## config.mk

```make
export PLATFORM = sky130hd
export DESIGN_NAME = instruction_fetch
export DESIGN_NICKNAME = d
export VERILOG_FILES = /design/src/rtl/instruction_fetch_pkg.sv /design/src/rtl/instruction_fetch_if_id_reg.sv /design/src/rtl/instruction_fetch.sv
export SDC_FILE = /design/constraint.sdc
export NUM_CORES = 1
export LEC_CHECK = 0
export CAP_MARGIN = 25
export CORE_UTILIZATION = 40
export CTS_BUF_LIST = sky130_fd_sc_hd__clkbuf_8
export CTS_CLUSTER_DIAMETER = 40
export CTS_CLUSTER_SIZE = 40
export DETAILED_ROUTE_END_ITERATION = 8
export GPL_ROUTABILITY_DRIVEN = 0
export PLACE_DENSITY = 0.71
export SYNTH_ARGS = -nofsm -noshare
export SYNTH_HDL_FRONTEND = slang
export SYNTH_HIERARCHICAL = 1
export SYNTH_SLANG_ARGS = --single-unit
```

## constraint.sdc

```tcl
create_clock -name clk -period 5.6 [get_ports clk]
set_clock_uncertainty 0.15 [all_clocks]
set_input_delay 1.12 -clock clk [delete_from_list [all_inputs] [get_ports clk]]
set_output_delay 1.12 -clock clk [all_outputs]
set_load 0.02 [all_outputs]
```

## src/rtl/instruction_fetch_pkg.sv

```systemverilog
// Shared types and constants for the instruction fetch stage.
// Optional feature macro: FETCH_HALT_DETECT_EN adds the HALT state used
// when fetch stops on a branch-to-self instruction.
package instruction_fetch_pkg;

  typedef enum logic [1:0] {
    ST_BOOT = 2'd0,
    ST_RUN  = 2'd1
`ifdef FETCH_HALT_DETECT_EN
    ,
    ST_HALT = 2'd2
`endif
  } fetch_state_t;

  localparam logic [31:0] INSTR_NOP       = 32'd0;
  localparam logic [31:0] INSTR_SELF_LOOP = 32'hEAFF_FFFE;
  localparam logic [31:0] PC_STEP         = 32'd4;

endpackage

```

## src/rtl/instruction_fetch_if_id_reg.sv

```systemverilog
// IF/ID pipeline register set: instruction word, fetch address + 4 and a
// valid flag. Flush has priority over load; with neither asserted it holds.
module if_id_reg
  import instruction_fetch_pkg::*;
(
  input  logic        clk,
  input  logic        rst_n,
  input  logic        i_load,
  input  logic        i_flush,
  input  logic [31:0] i_instr,
  input  logic [31:0] i_pc4,
  output logic [31:0] o_instr,
  output logic [31:0] o_pc4,
  output logic        o_valid
);

  logic [31:0] r_instr;
  logic [31:0] r_pc4;
  logic        r_valid;

  // Capture a new instruction, squash to a bubble on flush, otherwise hold.
  always_ff @(posedge clk or negedge rst_n) begin
    if (!rst_n) begin
      r_instr <= INSTR_NOP;
      r_pc4   <= 32'd0;
      r_valid <= 1'b0;
    end else if (i_flush) begin
      r_instr <= INSTR_NOP;
      r_valid <= 1'b0;
    end else if (i_load) begin
      r_instr <= i_instr;
      r_pc4   <= i_pc4;
      r_valid <= 1'b1;
    end
  end

  assign o_instr = r_instr;
  assign o_pc4   = r_pc4;
  assign o_valid = r_valid;

endmodule

```

## src/rtl/instruction_fetch.sv

```systemverilog
// Instruction fetch stage: PC register, BOOT/RUN control FSM, delivered
// instruction counter and the IF/ID register. The memory address is the PC
// register itself, so stall/branch never reach imem_adr_o combinationally.
// Optional feature macro: FETCH_HALT_DETECT_EN stops fetch in HALT once a
// branch-to-self word (INSTR_SELF_LOOP) has been delivered.
module instruction_fetch
  import instruction_fetch_pkg::*;
#(
  parameter logic [31:0] RESET_PC = 32'd0,
  parameter int          CNT_W    = 16
) (
  input  logic             clk,
  input  logic             rst_n,
  input  logic             stall_i,
  input  logic             branch_taken_i,
  input  logic [31:0]      branch_addr_i,
  output logic [31:0]      imem_adr_o,
  input  logic [31:0]      imem_rd_i,
  output logic [31:0]      if_id_instr_o,
  output logic [31:0]      if_id_pc4_o,
  output logic             if_id_valid_o,
  output logic [CNT_W-1:0] fetch_cnt_o,
  output logic             halted_o
);

  fetch_state_t     r_state;
  logic [31:0]      r_pc;
  logic [CNT_W-1:0] r_fetch_cnt;

  logic             w_run;
  logic             w_branch;
  logic             w_advance;
  logic [31:0]      w_pc_plus4;
  logic [31:0]      w_branch_target;

  // Branches win over stalls; nothing moves outside RUN.
  assign w_run           = (r_state == ST_RUN);
  assign w_branch        = w_run && branch_taken_i;
  assign w_advance       = w_run && !branch_taken_i && !stall_i;
  assign w_pc_plus4      = r_pc + PC_STEP;
  assign w_branch_target = branch_addr_i & ~32'd3;

`ifdef FETCH_HALT_DETECT_EN
  logic w_halt_hit;
  assign w_halt_hit = w_advance && (imem_rd_i == INSTR_SELF_LOOP);
`endif

  // Control FSM: leave BOOT on the first edge after reset, optionally park in HALT.
  always_ff @(posedge clk or negedge rst_n) begin
    if (!rst_n) begin
      r_state <= ST_BOOT;
    end else if (r_state == ST_BOOT) begin
      r_state <= ST_RUN;
`ifdef FETCH_HALT_DETECT_EN
    end else if (w_halt_hit) begin
      r_state <= ST_HALT;
`endif
    end
  end

  // Program counter: redirect on branch, step by four on a normal fetch.
  always_ff @(posedge clk or negedge rst_n) begin
    if (!rst_n) begin
      r_pc <= RESET_PC;
    end else if (w_branch) begin
      r_pc <= w_branch_target;
    end else if (w_advance) begin
      r_pc <= w_pc_plus4;
    end
  end

  // Count every instruction handed to ID; wraps naturally at all-ones.
  always_ff @(posedge clk or negedge rst_n) begin
    if (!rst_n) begin
      r_fetch_cnt <= '0;
    end else if (w_advance) begin
      r_fetch_cnt <= r_fetch_cnt + {{(CNT_W-1){1'b0}}, 1'b1};
    end
  end

  if_id_reg u_if_id_reg (
    .clk     (clk),
    .rst_n   (rst_n),
    .i_load  (w_advance),
    .i_flush (w_branch),
    .i_instr (imem_rd_i),
    .i_pc4   (w_pc_plus4),
    .o_instr (if_id_instr_o),
    .o_pc4   (if_id_pc4_o),
    .o_valid (if_id_valid_o)
  );

  assign imem_adr_o  = r_pc;
  assign fetch_cnt_o = r_fetch_cnt;

`ifdef FETCH_HALT_DETECT_EN
  assign halted_o = (r_state == ST_HALT);
`else
  assign halted_o = 1'b0;
`endif

endmodule

```

==> summary.md <==
| Metric | Value |
|---|---|
| Status | complete, no violations |
| Critical-path cell list | clkdlybuf4s50_1 > buf_4 > nor2_4 > nand2_2 > inv_2 > buf_4 > nand4_2 > nor4_2 > nand3_1 > xnor2_1 |
| Fin crit share | 0.606 |
| Clock transition at path regs | 0.10 ns |
| Starting density of the core | 0.409 |
| Worst Max-Slew Pin Slew | 0.931 ns |
| Most used DFF post-synth | dfrtp_1 |
| CP Class | primary input to flip-flop |
| Via count | 4584 |
| Syn_area_per_cell | 11.0 um2 |
| Fin nets | 751 |
| Post-route ant nets | 0 |
| Post-synthesis adder-cell area fraction | 0.00442 |
| Max-slew headroom | 0.374 |
| Pre-CTS worst setup slack | 1.77 ns |
| Clk root buf | clkbuf_8 |
| H-Tree Depth | 3 |
| CTS tree | yes |
| Clock buffer depth | 2 |
| IO Port Bufs | 176 |
| Register area share after synthesis | 0.495 |
| Layout cells sized above 1 | 0.114 |
| Slowest stage delay, CP | 0.43 ns |
| Clock Latency Late Sink | 0.38 ns |
| Placed Instances | 849 |
| Post-Synthesis Cells | 513 |
| Number of DRC violations after detailed-routing iteration 0 | 245 |
| Row cnt | 43 |
| Final core utilization | 0.562 |
| Post-DP HPWL | 10500 um |
| XOR/XNOR Fraction of Synth Area | 0.0665 |
| Commonest non-fill, non-tap cells in the layout | clkdlybuf4s50_1, dfrtp_1, nor2_1 |
| Area delta synth->final | 37.2% |
| GRT Resource Usage Total | 0.209 |
| PD cells | 311 nW/um2 |
| Lkg Pwr | 0.00329 uW |
| # setup viols final | 0 |
| # DRC | 0 |
| Post-Route WL | 14800 um |
| Post-synth ARST share | 1.00 |
| CTS Buf Count | 9 |
| Final TNS setup | 0 ns |
| Worst Setup End Kind | flip-flop |
| Critical Path RT | 5.72 ns |
| RSZ-0062 raised after global routing | no |
| Antenna diodes | 0 |
| Commonest non-fill, non-tap cell in the layout | clkdlybuf4s50_1 |
| Number of global-route vias before repair | 4621 |
| Slew Viols, Final | 0 |
| TritonRoute pass-1 iters | 4 |
| First-pass GRT wire length | 23700 um |
| Seq cells post-synth | 112 |
| Compound-cell area share of the yosys netlist | 0.0957 |
| Setup bufs post-CTS | 0 |
| Internal reg-to-reg setup slack | 2.65 ns |
| I/O pins | 182 |
| Number of synthesized flops with an enable pin | 0 |
| Avg WL per Cell | 17.1 um |
| Setup crit start kind | primary input |
| Slowest stage cell, crit path | nor4_2 |
| Cts hold-fix bufs | 0 |
| Synth unique cells | 58 |
| Hold Crit Class | flip-flop to flip-flop |
| Total number of yosys warnings | 6 |
| Gr ovfl total | 0 |
| Achievable frequency | 0.295 GHz |
| Final Worst Setup Slack | 2.21 ns |
| Largest family of logic cells by synthesized area | simple AND/OR/NAND/NOR gates |
| Worst vdd ir | 0.211 mV |
| Multiplexer share of the synthesized area | 0.140 |
| Chip Height | 121 um |
| Final Hold Viols | 0 |
| Simple logic cell fraction of the synthesized area | 0.156 |
| Max FO, Critical Path | 21 |
| Core ar. | 13800 um2 |
| Largest net degree at the start of global routing | 75 |
| Finished Layout Cells | 866 |
| Post-CTS resize count | 0 |
| Initial antenna violation count | 0 |
| Max Cap Viol | 0 |
| Die footprint | 14600 um2 |
| Synthesized area | 5660 um2 |
| Die width | 121 um |
| Most common cell on crit path | buf_4 |
| Vias per cell | 5.29 |
| Minimum clock period | 3.39 ns |
| Crit path arrival time | 3.51 ns |
| Clk sinks | 112 |
==> final cells by class <==
class,count,area [um2]
Timing Repair Buffer,187,1870
Clock inverter,5,38.8
Sequential cell,112,2800
Inverter,10,37.5
Tap cell,180,225
Multi-Input combinational cell,361,2640
Clock buffer,11,151
Fill cell,1168,6060
==> report_power, final <==
group / switching, uW / leakage, uW / internal, uW
Sequential: 143 / 0.00139 / 946
Clock: 281 / 0.0000959 / 189
Combinational: 399 / 0.00180 / 457
==> worst max-delay path, delay by kind of cell <==
family	cells	cell delay, ns
xor gates and xnor gates	1	0.14
buffers and inverters	4	0.99
and+or+nand+nor	5	1.25
==> worst paths after layout <==
check / cells after the start / from / to
min reg2reg: 1 / fetch_cnt_o[15] / fetch_cnt_o[15]
min in group asynchronous: 1 / rst_n / fetch_cnt_o[8]
max reg2reg: 8 / r_state[0] / fetch_cnt_o[15]
max in group asynchronous: 3 / rst_n / u_if_id_reg/o_instr[5]
min: 1 / fetch_cnt_o[15] / fetch_cnt_o[15]
max: 10 / branch_taken_i / fetch_cnt_o[15]
==> sequential cells by signal, summed over array words and instances, names as in the netlist <==
signal	flops
fetch_cnt_o	16
u_if_id_reg/o_pc4	32
r_state	1
u_if_id_reg/o_valid	1
u_if_id_reg/o_instr	32
imem_adr_o	30
==> routing by layer <==
metal	global-route usage	wire length, um	vias to the layer above
met5	0	0	-
met4	0.0764	270	0
met3	0.0508	1260	23
met2	0.343	6940	198
met1	0.267	6360	2214
li1	-	-	2149
==> cells in the mapped netlist, types with 5 or more instances <==
cell type,n,area (um2)
dfrtp_1,112,2800
nor2_1,58,218
nand2_1,36,135
mux2i_1,32,320
mux2_4,30,450
xnor2_1,29,254
a21oi_1,17,85.1
o22ai_1,16,100
xor2_1,14,123
and3_1,13,81.3
clkbuf_1,13,48.8
nand3_1,13,65.1
o21ai_0,12,60.1
nor3_1,10,50.1
inv_1,9,33.8
a211oi_1,8,60.1
buf_2,8,40.0
a22oi_1,6,45.0
a311oi_1,6,52.6
buf_6,6,67.6
nand4_1,5,31.3
==> cells by family after synthesis <==
kind of cell | after synthesis
simple gates | 165
flops | 112
compound gates | 81
mux | 64
buf+inv | 44
xor+xnor | 43
fa+ha+maj | 2
other cells | 2
==> per-stage QoR <==
stage / cell area [um2] / hold slack (ns) / total power [uW]
2_1_floorplan: 5680 / 0.432 / 1530
3_3_place_gp: 7550 / 0.319 / 1940
3_5_place_dp: 7550 / 0.315 / 1960
4_1_cts: 7740 / 0.329 / 2440
5_1_grt: 7770 / 0.353 / 2530
6_report: 7770 / 0.327 / 2420
Power figures use the tool's default switching activity.
==> variant: new RTL, same settings <==
Change the parameter `CNT_W` from 16 to 12.
--- a/src/rtl/instruction_fetch.sv
+++ b/src/rtl/instruction_fetch.sv
@@ -7,7 +7,7 @@
   import instruction_fetch_pkg::*;
 #(
   parameter logic [31:0] RESET_PC = 32'd0,
-  parameter int          CNT_W    = 16
+  parameter int          CNT_W    = 12
 ) (
   input  logic             clk,
   input  logic             rst_n,
Interface: changed (resized fetch_cnt_o); port bits go from 182 to 178. No check against the original RTL was run, so the function may have changed too.
==> variant against the unedited design <==
- cell area shrank 2.9%
- area after synthesis is 0.73% lower
- first-iteration DRC count increased by 43%
- count of clock-buffer cells in the layout shrank 2
- final cell count shrank 0.92%
- routed wire length grew 3.1%
- register-to-register slack improved by 0.26 ns
- power down 4.0%
- sequential cell count fell by 4
- setup slack gained 0.0084 ns
- synthesized cell count is 2.9% higher
==> variant: results <==
set metrics [dict create \
    status "complete, no violations" \
    cts_buffers 9 \
    leakagePower_nw 3.145 \
    cts.path.max_buffers 2 \
    fin_nets 748 \
    grt_pass1_wl_um 24140 \
    ys_seq_area_frac 0.4809 \
    r2r_start "imem_adr_o[2]" \
    initialDrtViolationCount 350 \
    place_inst 843 \
    tightest_slew_ns 0.8539 \
    comb_power_uw 844 \
    reg2reg_depth 7 \
    reg2reg_to "u_if_id_reg/o_pc4[20]" \
    cts_root_buf "clkbuf_8" \
    finalSetupViolations 0 \
    cts-resized-gates 0 \
    vias 4585 \
    dpl_cell_area_um2 7386 \
    post-place-ws_ns 1.847 \
    synth_mux_area_frac 0.1411 \
    port_buffers 172 \
    synthTopCellsByArea "dfrtp_1 (48%), mux2_4 (8.0%), mux2i_1 (5.7%), nor2_1 (4.1%), xor2_1 (3.1%)" \
    async_flop_share 1.000 \
    synth_xor_area_frac 0.06077 \
    arrival_ns 3.50 \
    synth_cell_types 56 \
    final_cells 858 \
    ff2ff_setup_slack_ns 2.91 \
    min_to "fetch_cnt_o[11]" \
    htreeDepth 3 \
    synthAdderAreaFrac 0.004452 \
    dp_hpwl_um 10810 \
    worstHoldStart "fetch_cnt_o[11]" \
    grt_start_max_net_pins 68 \
    synth_compound_area_frac 0.09595 \
    crit_fanout 23 \
    grt_pass1_vias 4548 \
    grt_usage 0.2138 \
    synth_common_cells "dfrtp_1 (108), nor2_1 (61), nand2_1 (34), mux2i_1 (32), mux2_4 (30)" \
    synth_warnings 6 \
    p_total_mw 2.319 \
    peakVddDrop_mv 0.1585 \
    drt_wl_total_um 15290 \
    drive_above_1_share 0.1026 \
    p_switching_uw 800.4 \
    synth.avg_cell_area_um2 10.64 \
    seqPwrFrac 0.456 \
    clk_pin_slew_ns 0.10 \
]
==> variant: metal layers <==
| layer | vias up | wire length (um) | GRT usage |
|---|---|---|---|
| met3 | 14 | 1064 | 0.04340 |
| met4 | 0 | 182 | 0.06173 |
| met1 | 2205 | 7063 | 0.3023 |
| li1 | 2160 | - | - |
| met2 | 206 | 6976 | 0.3315 |
| met5 | - | 0 | 0 |
==> variant: critical path, stage by stage <==
cell and delay, ns:
clkdlybuf4s50_1 0.59, nand2_1 0.63, inv_1 0.19, nor2b_4 0.15, buf_4 0.40, mux2_2 0.39
==> variant: cell type report <==
class | instances | area (um2)
timing repair buffer | 182 | 1794
multi-input combinational | 369 | 2639
inverter | 8 | 30.03
clock buffer | 9 | 123.9
tap | 176 | 220.2
fill | 1164 | 5909
sequential | 108 | 2703
clock inverter | 6 | 33.78
==> variant: metrics by stage <==
step                      hold WS (ns)    util
after global routing            0.3597  0.5607
after floorplan                 0.4277       -
after CTS                       0.3469  0.5607
after global placement          0.3097  0.5490
after detailed placement        0.3319  0.5490
final                           0.3339  0.5607
==> variant: worst max-delay path by stage <==
stage,slack (ns),from,end
after floorplan,2.76,branch_taken_i,u_if_id_reg/o_pc4[10]
after global placement,1.89,branch_taken_i,u_if_id_reg/o_pc4[31]
after detailed placement,1.85,branch_taken_i,u_if_id_reg/o_pc4[31]
after CTS,2.24,branch_taken_i,u_if_id_reg/o_pc4[0]
after global routing,2.11,branch_taken_i,fetch_cnt_o[11]
final,2.22,branch_taken_i,u_if_id_reg/o_pc4[0]
==> variant: cell families after synthesis <==
family,count (synthesis)
and+or+nand+nor,177
DFF,108
adders and majority gates,2
muxes,64
xor gates and xnor gates,39
other,2
buffers and inverters,55
AOI/OAI and AO/OA,81
